[src/rtl/dm_arbiter_pkg.sv]
// Shared types and defaults for the data-memory arbiter between the MEM stage and the DMA/debug port.
package dm_arbiter_pkg;

    typedef enum logic [1:0] {
        ST_IDLE = 2'd0,
        ST_WAIT = 2'd1,
        ST_HOLD = 2'd2,
        ST_ACK  = 2'd3
    } arb_state_e;

    localparam int unsigned DEF_STARVE_LIMIT = 8;
    localparam int unsigned DEF_CNT_W        = 4;

endpackage

[src/rtl/dm_arbiter_starve_cnt.sv]
// Saturating count of cycles a DMA request has been refused by MEM-stage traffic.
module dm_arbiter_starve_cnt #(
    parameter int unsigned CNT_W = 4,
    parameter int unsigned LIMIT = 8
) (
    input  logic clk,
    input  logic rst,
    input  logic clr_i,
    input  logic inc_i,
    output logic limit_hit_o
);

    localparam logic [CNT_W-1:0] LIMIT_C = CNT_W'(LIMIT);

    logic [CNT_W-1:0] cnt_q;
    logic [CNT_W-1:0] cnt_d;

    always_comb begin
        cnt_d = cnt_q;
        if (clr_i) begin
            cnt_d = '0;
        end else if (inc_i && (cnt_q != LIMIT_C)) begin
            cnt_d = cnt_q + CNT_W'(1);
        end
    end

    always_ff @(posedge clk) begin
        if (rst) begin
            cnt_q <= '0;
        end else begin
            cnt_q <= cnt_d;
        end
    end

    // High when an increment in this cycle lands on (or stays at) the limit.
    assign limit_hit_o = (cnt_q >= (LIMIT_C - CNT_W'(1)));

endmodule

[src/rtl/dm_arbiter.sv]
// Single-port data memory arbiter: MEM stage always wins, DMA takes idle slots and
// raises hold_req to ask decode for bubbles when it has been starved too long.
module dm_arbiter
    import dm_arbiter_pkg::*;
#(
    parameter int unsigned STARVE_LIMIT = DEF_STARVE_LIMIT,
    parameter int unsigned CNT_W        = DEF_CNT_W
) (
    input  logic        clk,
    input  logic        rst,
    input  logic [31:0] pipe_addr,
    input  logic [31:0] pipe_wdata,
    input  logic [3:0]  pipe_be,
    input  logic        pipe_re,
    input  logic        pipe_we,
    output logic [31:0] pipe_rdata,
    input  logic        dma_req,
    input  logic        dma_we,
    input  logic [31:0] dma_addr,
    input  logic [31:0] dma_wdata,
    input  logic [3:0]  dma_be,
    output logic        dma_ack,
    output logic [31:0] dma_rdata,
    output logic        hold_req,
    output logic [31:0] dm_addr,
    output logic        dm_we,
    output logic [31:0] dm_wdata,
    output logic [3:0]  dm_be,
    input  logic [31:0] dm_rdata
);

    arb_state_e  state_q, state_d;
    logic        hold_q, hold_d;
    logic [31:0] rdata_q, rdata_d;
    logic        pipe_busy;
    logic        grant;
    logic        cnt_clr, cnt_inc;
    logic        limit_hit;

    assign pipe_busy = pipe_re | pipe_we;
    assign grant     = dma_req & ~pipe_busy & (state_q != ST_ACK);

    assign dm_addr    = grant ? dma_addr  : pipe_addr;
    assign dm_wdata   = grant ? dma_wdata : pipe_wdata;
    assign dm_be      = grant ? dma_be    : pipe_be;
    assign dm_we      = grant ? dma_we    : pipe_we;
    assign pipe_rdata = dm_rdata;

    dm_arbiter_starve_cnt #(
        .CNT_W (CNT_W),
        .LIMIT (STARVE_LIMIT)
    ) u_starve_cnt (
        .clk         (clk),
        .rst         (rst),
        .clr_i       (cnt_clr),
        .inc_i       (cnt_inc),
        .limit_hit_o (limit_hit)
    );

    always_comb begin
        state_d = state_q;
        rdata_d = rdata_q;
        cnt_clr = 1'b0;
        cnt_inc = 1'b0;
        case (state_q)
            ST_IDLE, ST_WAIT, ST_HOLD: begin
                if (grant) begin
                    state_d = ST_ACK;
                    cnt_clr = 1'b1;
                    if (!dma_we) begin
                        rdata_d = dm_rdata;
                    end
                end else if (dma_req) begin
                    cnt_inc = 1'b1;
                    if (limit_hit || (state_q == ST_HOLD)) begin
                        state_d = ST_HOLD;
                    end else begin
                        state_d = ST_WAIT;
                    end
                end
            end
            ST_ACK: begin
                state_d = ST_IDLE;
                cnt_clr = 1'b1;
            end
            default: begin
                state_d = ST_IDLE;
            end
        endcase
        // hold_req follows HOLD residency one cycle late and never survives into ACK.
        hold_d = (state_q == ST_HOLD) && (state_d == ST_HOLD);
    end

    always_ff @(posedge clk) begin
        if (rst) begin
            state_q <= ST_IDLE;
            hold_q  <= 1'b0;
            rdata_q <= '0;
        end else begin
            state_q <= state_d;
            hold_q  <= hold_d;
            rdata_q <= rdata_d;
        end
    end

    assign dma_ack   = (state_q == ST_ACK);
    assign dma_rdata = rdata_q;
    assign hold_req  = hold_q;

endmodule

[config.mk]
export PLATFORM = sky130hd
export DESIGN_NAME = dm_arbiter
export DESIGN_NICKNAME = d
export VERILOG_FILES = /design/src/rtl/dm_arbiter_pkg.sv /design/src/rtl/dm_arbiter_starve_cnt.sv /design/src/rtl/dm_arbiter.sv
export SDC_FILE = /design/constraint.sdc
export NUM_CORES = 1
export LEC_CHECK = 0
export ABC_AREA = 1
export ABC_CLOCK_PERIOD_IN_PS = 3100
export BUFFER_PORTS_ARGS = -buffer_cell sky130_fd_sc_hd__buf_4
export CAP_MARGIN = 20
export CORE_AREA = 3 3 119 121
export DETAILED_ROUTE_END_ITERATION = 16
export DIE_AREA = 0 0 122 124
export GPL_TIMING_DRIVEN = 0
export PLACE_DENSITY = 0.56
export SLEW_MARGIN = 20
export SYNTH_ARGS = -nofsm -noshare
export SYNTH_HDL_FRONTEND = slang
export SYNTH_SLANG_ARGS = --single-unit
[constraint.sdc]
create_clock -name clk -period 3.1 [get_ports clk]
set_clock_uncertainty 0.15 [all_clocks]
set_input_delay 0.93 -clock clk [delete_from_list [all_inputs] [get_ports clk]]
set_output_delay 0.93 -clock clk [all_outputs]
set_load 0.05 [all_outputs]
==> out/metrics.cfg, run 1 <==
[status]
outcome = finished, final reports clean

[logic_synthesis]
syn_inst = 452
synth_top_area_share_pct = 31.94
synth_seq_cells = 39
synth_cell_types = 23
netlist_top_cells_area = nand2_1, dfxtp_1, buf_4
avgSynthCellArea_um2 = 5.772
synthesis.nets = 628
ys.warnings.count = 0
syn_area_mm2 = 0.002609
yosys.area.top_type = nand2_1
yosysSeqAreaShare_pct = 29.93

[global_routing]
grt_pass1_vias = 3542
overflow = 0
grt_max_degree = 12
grt_usage_pct = 16.22
grt_pass1_wl_um = 18950
antenna_found_initial = 0

[power]
power_mw = 2.063
combPwrFrac_pct = 46.6
pwr_density_cell_mw_per_mm2 = 370.0
sw_frac_of_total_pct = 38.19
clkPwrFrac_pct = 27.7
pwr-share-seq_pct = 25.7
power.internal_mw = 1.275
p_leak_nw = 3.179
p_sw_uw = 787.8
ir_drop_mv = 0.2751

[sta]
rsz0062_at_grt = true
final_hold_viol_count = 0
setup_viol = 0
fin_tns_setup_ps = 0
finalMaxSlewViolations = 0
worst_pin_slew_ps = 385.8
finalCritPeriodShare_pct = 98.77
setup_slack_ps = 38.28
fin_crit_ps = 3062
max_clock_freq_mhz = 326.6
slew_headroom_pct = 74.28

[worst_setup_path]
worstReg2RegEnd = dma_rdata[15]
worstSetupStartpointType = input pin
end_kind = output pin
cp.required_ps = 2020
cp.buffers_inverters = 4
worstPathCellList = buf_4 -> nor2_4 -> nand3_4 -> buf_4 -> buf_4 -> nand2_2 -> nand2_1 -> buf_4
worstSetupPathType = input pin to output pin
cp_num_cells = 8
cpMostUsedCell = buf_4
ff2ff_path_depth = 8
r2r_slack_ps = 1460
cp_top_family = buffers and inverters
max_stage_delay_ps = 190
r2r-start = state_q[1]
critical_path_arrival_ps = 1980
cp_max_fo = 10
crit_slowest_cell = buf_4

[drt]
ant_nets = 0
vias = 3774
wl_um = 13770
drt_pass1_iterations = 4
drtIter0Drc = 131
viasPerCell = 3.981
wl_per_cell_um = 14.52
route.detailed.drc = 0

[placed_design]
place_ws_ps = -294.4
port_buffers = 308
gp_congestion = 0.8049
place_inst = 936
hpwl_um = 11550

[clock_tree]
clock_path_buffers = 2
cts_buffers = 5
cts-root-buf = clkbuf_16
cts_hold_buf = 0
clock_latency_ps = 280
cts.sinks = 39
cts_tree = built
h-tree-depth = 2
cts.clk_slew.worst_paths_ps = 50

[flow_run]
max_cap_viol_count = 0

[floorplan]
dieArea_mm2 = 0.01513
start_util_pct = 19.78
num_io_pins = 309
rows = 42
core_region_area_mm2 = 0.01319
die_h_um = 124
die_x_um = 122

[min_path]
hold-path-endpoint = dma_rdata[27]
min_from = dma_rdata[27]
hold_path_class = flop to flop
min_path_cells = 2

[layout]
antennaDiodeCount = 0
nets = 948
stdcell_count = 948
fin_util_pct = 42.28
area_delta_synth_final_pct = 113.8
final_cell_mix = buf_4, nand2_1, nor2_1
layout_commonest_cell = buf_4
layout-drive-gt1-share_pct = 50.65

==> worst max-delay path by stage <==
| stage | slack (ps) | endpoint | start |
|---|---|---|---|
| floorplan | 60 | dm_be[0] | pipe_re |
| global placement | -260 | dm_wdata[22] | pipe_re |
| detailed placement | -290 | dm_wdata[21] | pipe_re |
| CTS | -10 | dm_addr[9] | pipe_re |
| global route | -30 | dm_addr[8] | pipe_re |
| finish | 40 | dm_addr[8] | pipe_re |
==> kinds of logic after synthesis <==
kind of cell | Yosys count | synth area share, %
AO/OA/AOI/OAI | 42 | 8.202
XOR/XNOR | 1 | 0.3358
adder cells (fa/ha/maj) | 2 | 0.9591
buffers and inverters | 69 | 16.16
flip-flops | 39 | 29.93
AND/OR/NAND/NOR | 299 | 44.41
==> layer usage <==
| layer | part of all wire, % | vias up | track usage [%] |
|---|---|---|---|
| met1 | 38 | 1609 | 18.12 |
| li1 | - | 1987 | - |
| met3 | 9.9 | 10 | 5.177 |
| met5 | 0 | - | 0 |
| met2 | 51 | 168 | 29.94 |
| met4 | 1.1 | 0 | 3.852 |
==> state kept, by name (all words and copies together) (netlist names) <==
register and count:
dma_rdata 32, hold_req 1, state_q 2, u_starve_cnt.cnt_q 4
==> power groups by stage <==
stage | clock network, mW | logic [mW] | registers (mW)
2_1_floorplan | 0 | 0.484 | 0.592
3_3_place_gp | 0 | 0.921 | 0.541
3_5_place_dp | 0 | 0.922 | 0.541
4_1_cts | 0.585 | 0.935 | 0.531
5_1_grt | 0.606 | 1.01 | 0.533
6_report | 0.571 | 0.962 | 0.531
==> area by class of cell <==
class	count	area (um^2)
fill	1426	7614
timing repair buffer	313	2499
multi-input combinational	344	1448
sequential	39	780.7
buffer	55	415.4
tap	176	220.2
clock buffer	6	128.9
inverter	14	55.05
clock inverter	1	30.03
==> tightest hold or removal path: stages (launching register included) <==
cell	delay (ps)
dfxtp_1	320
o21ai_1	70
nor2_1	70
==> through the flow <==
stage | hold WS, ps | instance area [um^2]
after detailed placement | 335.9 | 5145
final | 346.0 | 5577
after global routing | 384.7 | 5577
after global placement | 332.1 | 5145
after floorplan | 322.1 | 2613
after CTS | 352.0 | 5371
==> synth_stat cells <==
cell      count
dfxtp_1      39
clkbuf_1      3
nand3_4       1
nor2_4        1
buf_4        35
o211ai_1      1
nand2_2       1
xor2_1        1
nor2_1       66
a31oi_1       1
inv_2         2
a21oi_1       7
ha_1          2
nand2_1     222
buf_1         2
buf_2        13
o21ai_1       4
buf_6         2
nor2_2        1
nand4_1       1
nand3_1       6
inv_1        12
o21ai_0      29
==> timing repair <==
action,4_1_cts,5_1_grt
endpoints found under the setup margin,69,65
resized for setup,16,55
hold endpoints to repair,0,0
setup buffers,2,2
pin swaps,1,1
cloned,0,1
No activity file was read; power rests on OpenSTA's default activity.
==> run 2, diff against run 1 <==
==> constraint.sdc (replaced) <==
create_clock -name clk -period 3.1 [get_ports clk]
set_clock_uncertainty 0.15 [all_clocks]
set_input_delay 0.93 -clock clk [delete_from_list [all_inputs] [get_ports clk]]
set_output_delay 0.93 -clock clk [all_outputs]
set_load 0.005 [all_outputs]
==> run 2 against run 1 <==
Net effect:
- via count fell by 0.64%
- wire length is 3.7% lower
- sequential cell count stayed put
- clock-buffer cell count is 1 higher
- register-to-register slack lost 20 ps
- critical path type unchanged
==> out/metrics.cfg, run 2 (synthesis gave the netlist of run 1 again) <==
[status]
outcome = finished, final reports clean

[placed_design]
gp_congestion = 0.8217
hpwl_um = 11260
port_buffers = 308
placed_area_mm2 = 0.005141

[floorplan]
die_h_um = 124
rows = 42
die_x_um = 122
core_region_area_mm2 = 0.01319
start_util_pct = 19.78
num_io_pins = 309
dieArea_mm2 = 0.01513

[layout]
final_cell_mix = buf_4, nand2_1, nor2_1
largest_reg_flops = 32
nets = 944
area_delta_synth_final_pct = 104.4
layout_commonest_cell = buf_4
fillers = 1448
layout-drive-gt1-share_pct = 49.02
postLayoutCellArea_mm2 = 0.005331
fin_util_pct = 40.42

[drt]
wl_per_cell_um = 14.01
route.detailed.drc = 0
vias = 3750
drtIter0Drc = 150
wl_um = 13260
ant_nets = 0
drt_pass1_iterations = 4
viasPerCell = 3.964

[worst_setup_path]
worstSetupPathType = input pin to output pin
cp_max_fo = 10
cp.required_ps = 2020
worstReg2RegEnd = dma_rdata[13]
r2r_slack_ps = 1440
end_kind = output pin
critical_path_arrival_ps = 1970
worstSetupStartpointType = input pin
r2r-start = state_q[1]
ff2ff_path_depth = 8

[clock_tree]
cts-root-buf = clkbuf_16
clock_latency_ps = 270
h-tree-depth = 2
cts_tree = built
cts_hold_buf = 0
cts.clk_slew.worst_paths_ps = 60
cts.sinks = 39
cts_buffers = 5
clock_path_buffers = 2

[sta]
slew_headroom_pct = 73.26
finalCritPeriodShare_pct = 98.30
max_clock_freq_mhz = 328.2
worst_pin_slew_ps = 401.2
final_hold_viol_count = 0
rsz0062_at_grt = true
finalMaxSlewViolations = 0
fin_tns_setup_ps = 0
setup_viol = 0
fin_crit_ps = 3047

[global_routing]
grt_pass1_vias = 3410
antenna_found_initial = 0
grt_max_degree = 12
grt_pass1_wl_um = 18040
grt_usage_pct = 15.34
overflow = 0

[power]
p_leak_nw = 3.092
pwr_density_cell_mw_per_mm2 = 293.8
ir_drop_mv = 0.2068

[min_path]
hold_path_class = flop to flop
hold-path-endpoint = dma_rdata[28]
min_path_cells = 2
min_from = dma_rdata[28]

[flow_run]
max_cap_viol_count = 0

[run 2: cell types whose count changed in the layout (fill, tap and decap cells not counted), moves of 5 or more]
cell / delta
buf_2: +9
buf_4: +23
buf_6: -24
buf_8: -7
clkbuf_4: -5
nand2_1: +9
nand2_2: -9
[run 2: layout make-up]
class	count	area, um^2	area share (%)
repair buffers	309	2332	43.75
multi-input cells	344	1421	26.66
flip-flops and latches	39	780.7	14.64
plain buffers	55	381.6	7.158
well taps	176	220.2	4.130
clock buffers	7	132.6	2.488
inverters	14	55.05	1.033
clock inverters	1	5.005	0.09387
diodes	1	2.502	0.04694
[run 2: where the power goes]
group	switching [mW]	internal [mW]	total, mW
sequential	0.0107	0.520	0.530
clock	0.190	0.297	0.487
combinational	0.209	0.339	0.548
[run 2: how the worst max path moves through the flow]
stage / end / start / slack, ps / depth (start not counted)
2_1_floorplan: dm_be[0] / pipe_re / 340 / 7
3_3_place_gp: dm_wdata[23] / pipe_re / -180 / 9
3_5_place_dp: dm_wdata[23] / pipe_re / -210 / 9
4_1_cts: dm_addr[0] / pipe_re / 10 / 8
5_1_grt: dm_wdata[23] / pipe_re / -0.7 / 9
6_report: dm_wdata[23] / pipe_re / 50 / 9
[run 2: through the flow]
| stage | total power, mW | cells | hold slack [ps] | setup WS [ps] |
|---|---|---|---|---|
| after floorplan | 0.7100 | 452 | 322.1 | 342.4 |
| after global placement | 1.088 | 936 | 334.0 | -178.5 |
| after detailed placement | 1.088 | 936 | 343.0 | -206.7 |
| after CTS | 1.590 | 945 | 356.2 | 13.45 |
| after global routing | 1.662 | 945 | 376.1 | -0.6879 |
| final | 1.566 | 946 | 354.1 | 52.61 |
[run 2: layer usage]
| metal | vias up | wire (um) | track usage [%] |
|---|---|---|---|
| met4 | 0 | 99 | 2.871 |
| met3 | 4 | 1363 | 4.995 |
| met1 | 1592 | 5042 | 17.76 |
| met5 | - | 0 | 0 |
| met2 | 174 | 6751 | 27.87 |
| li1 | 1980 | - | - |
[run 2: what timing repair did]
action                                  CTS  global route
endpoints found under the setup margin   69            10
gates resized for setup                   6             7
pin swaps                                 1             0
setup buffers                             1             0
endpoints found under the hold margin     0             0
[run 2: worst max-delay path, stage by stage]
cell and delay (ps):
buf_4 120, nor2_4 130, nand3_4 120, inv_4 100, buf_8 140, buf_6 150
nand2_1 60, nand2_1 90, buf_4 120
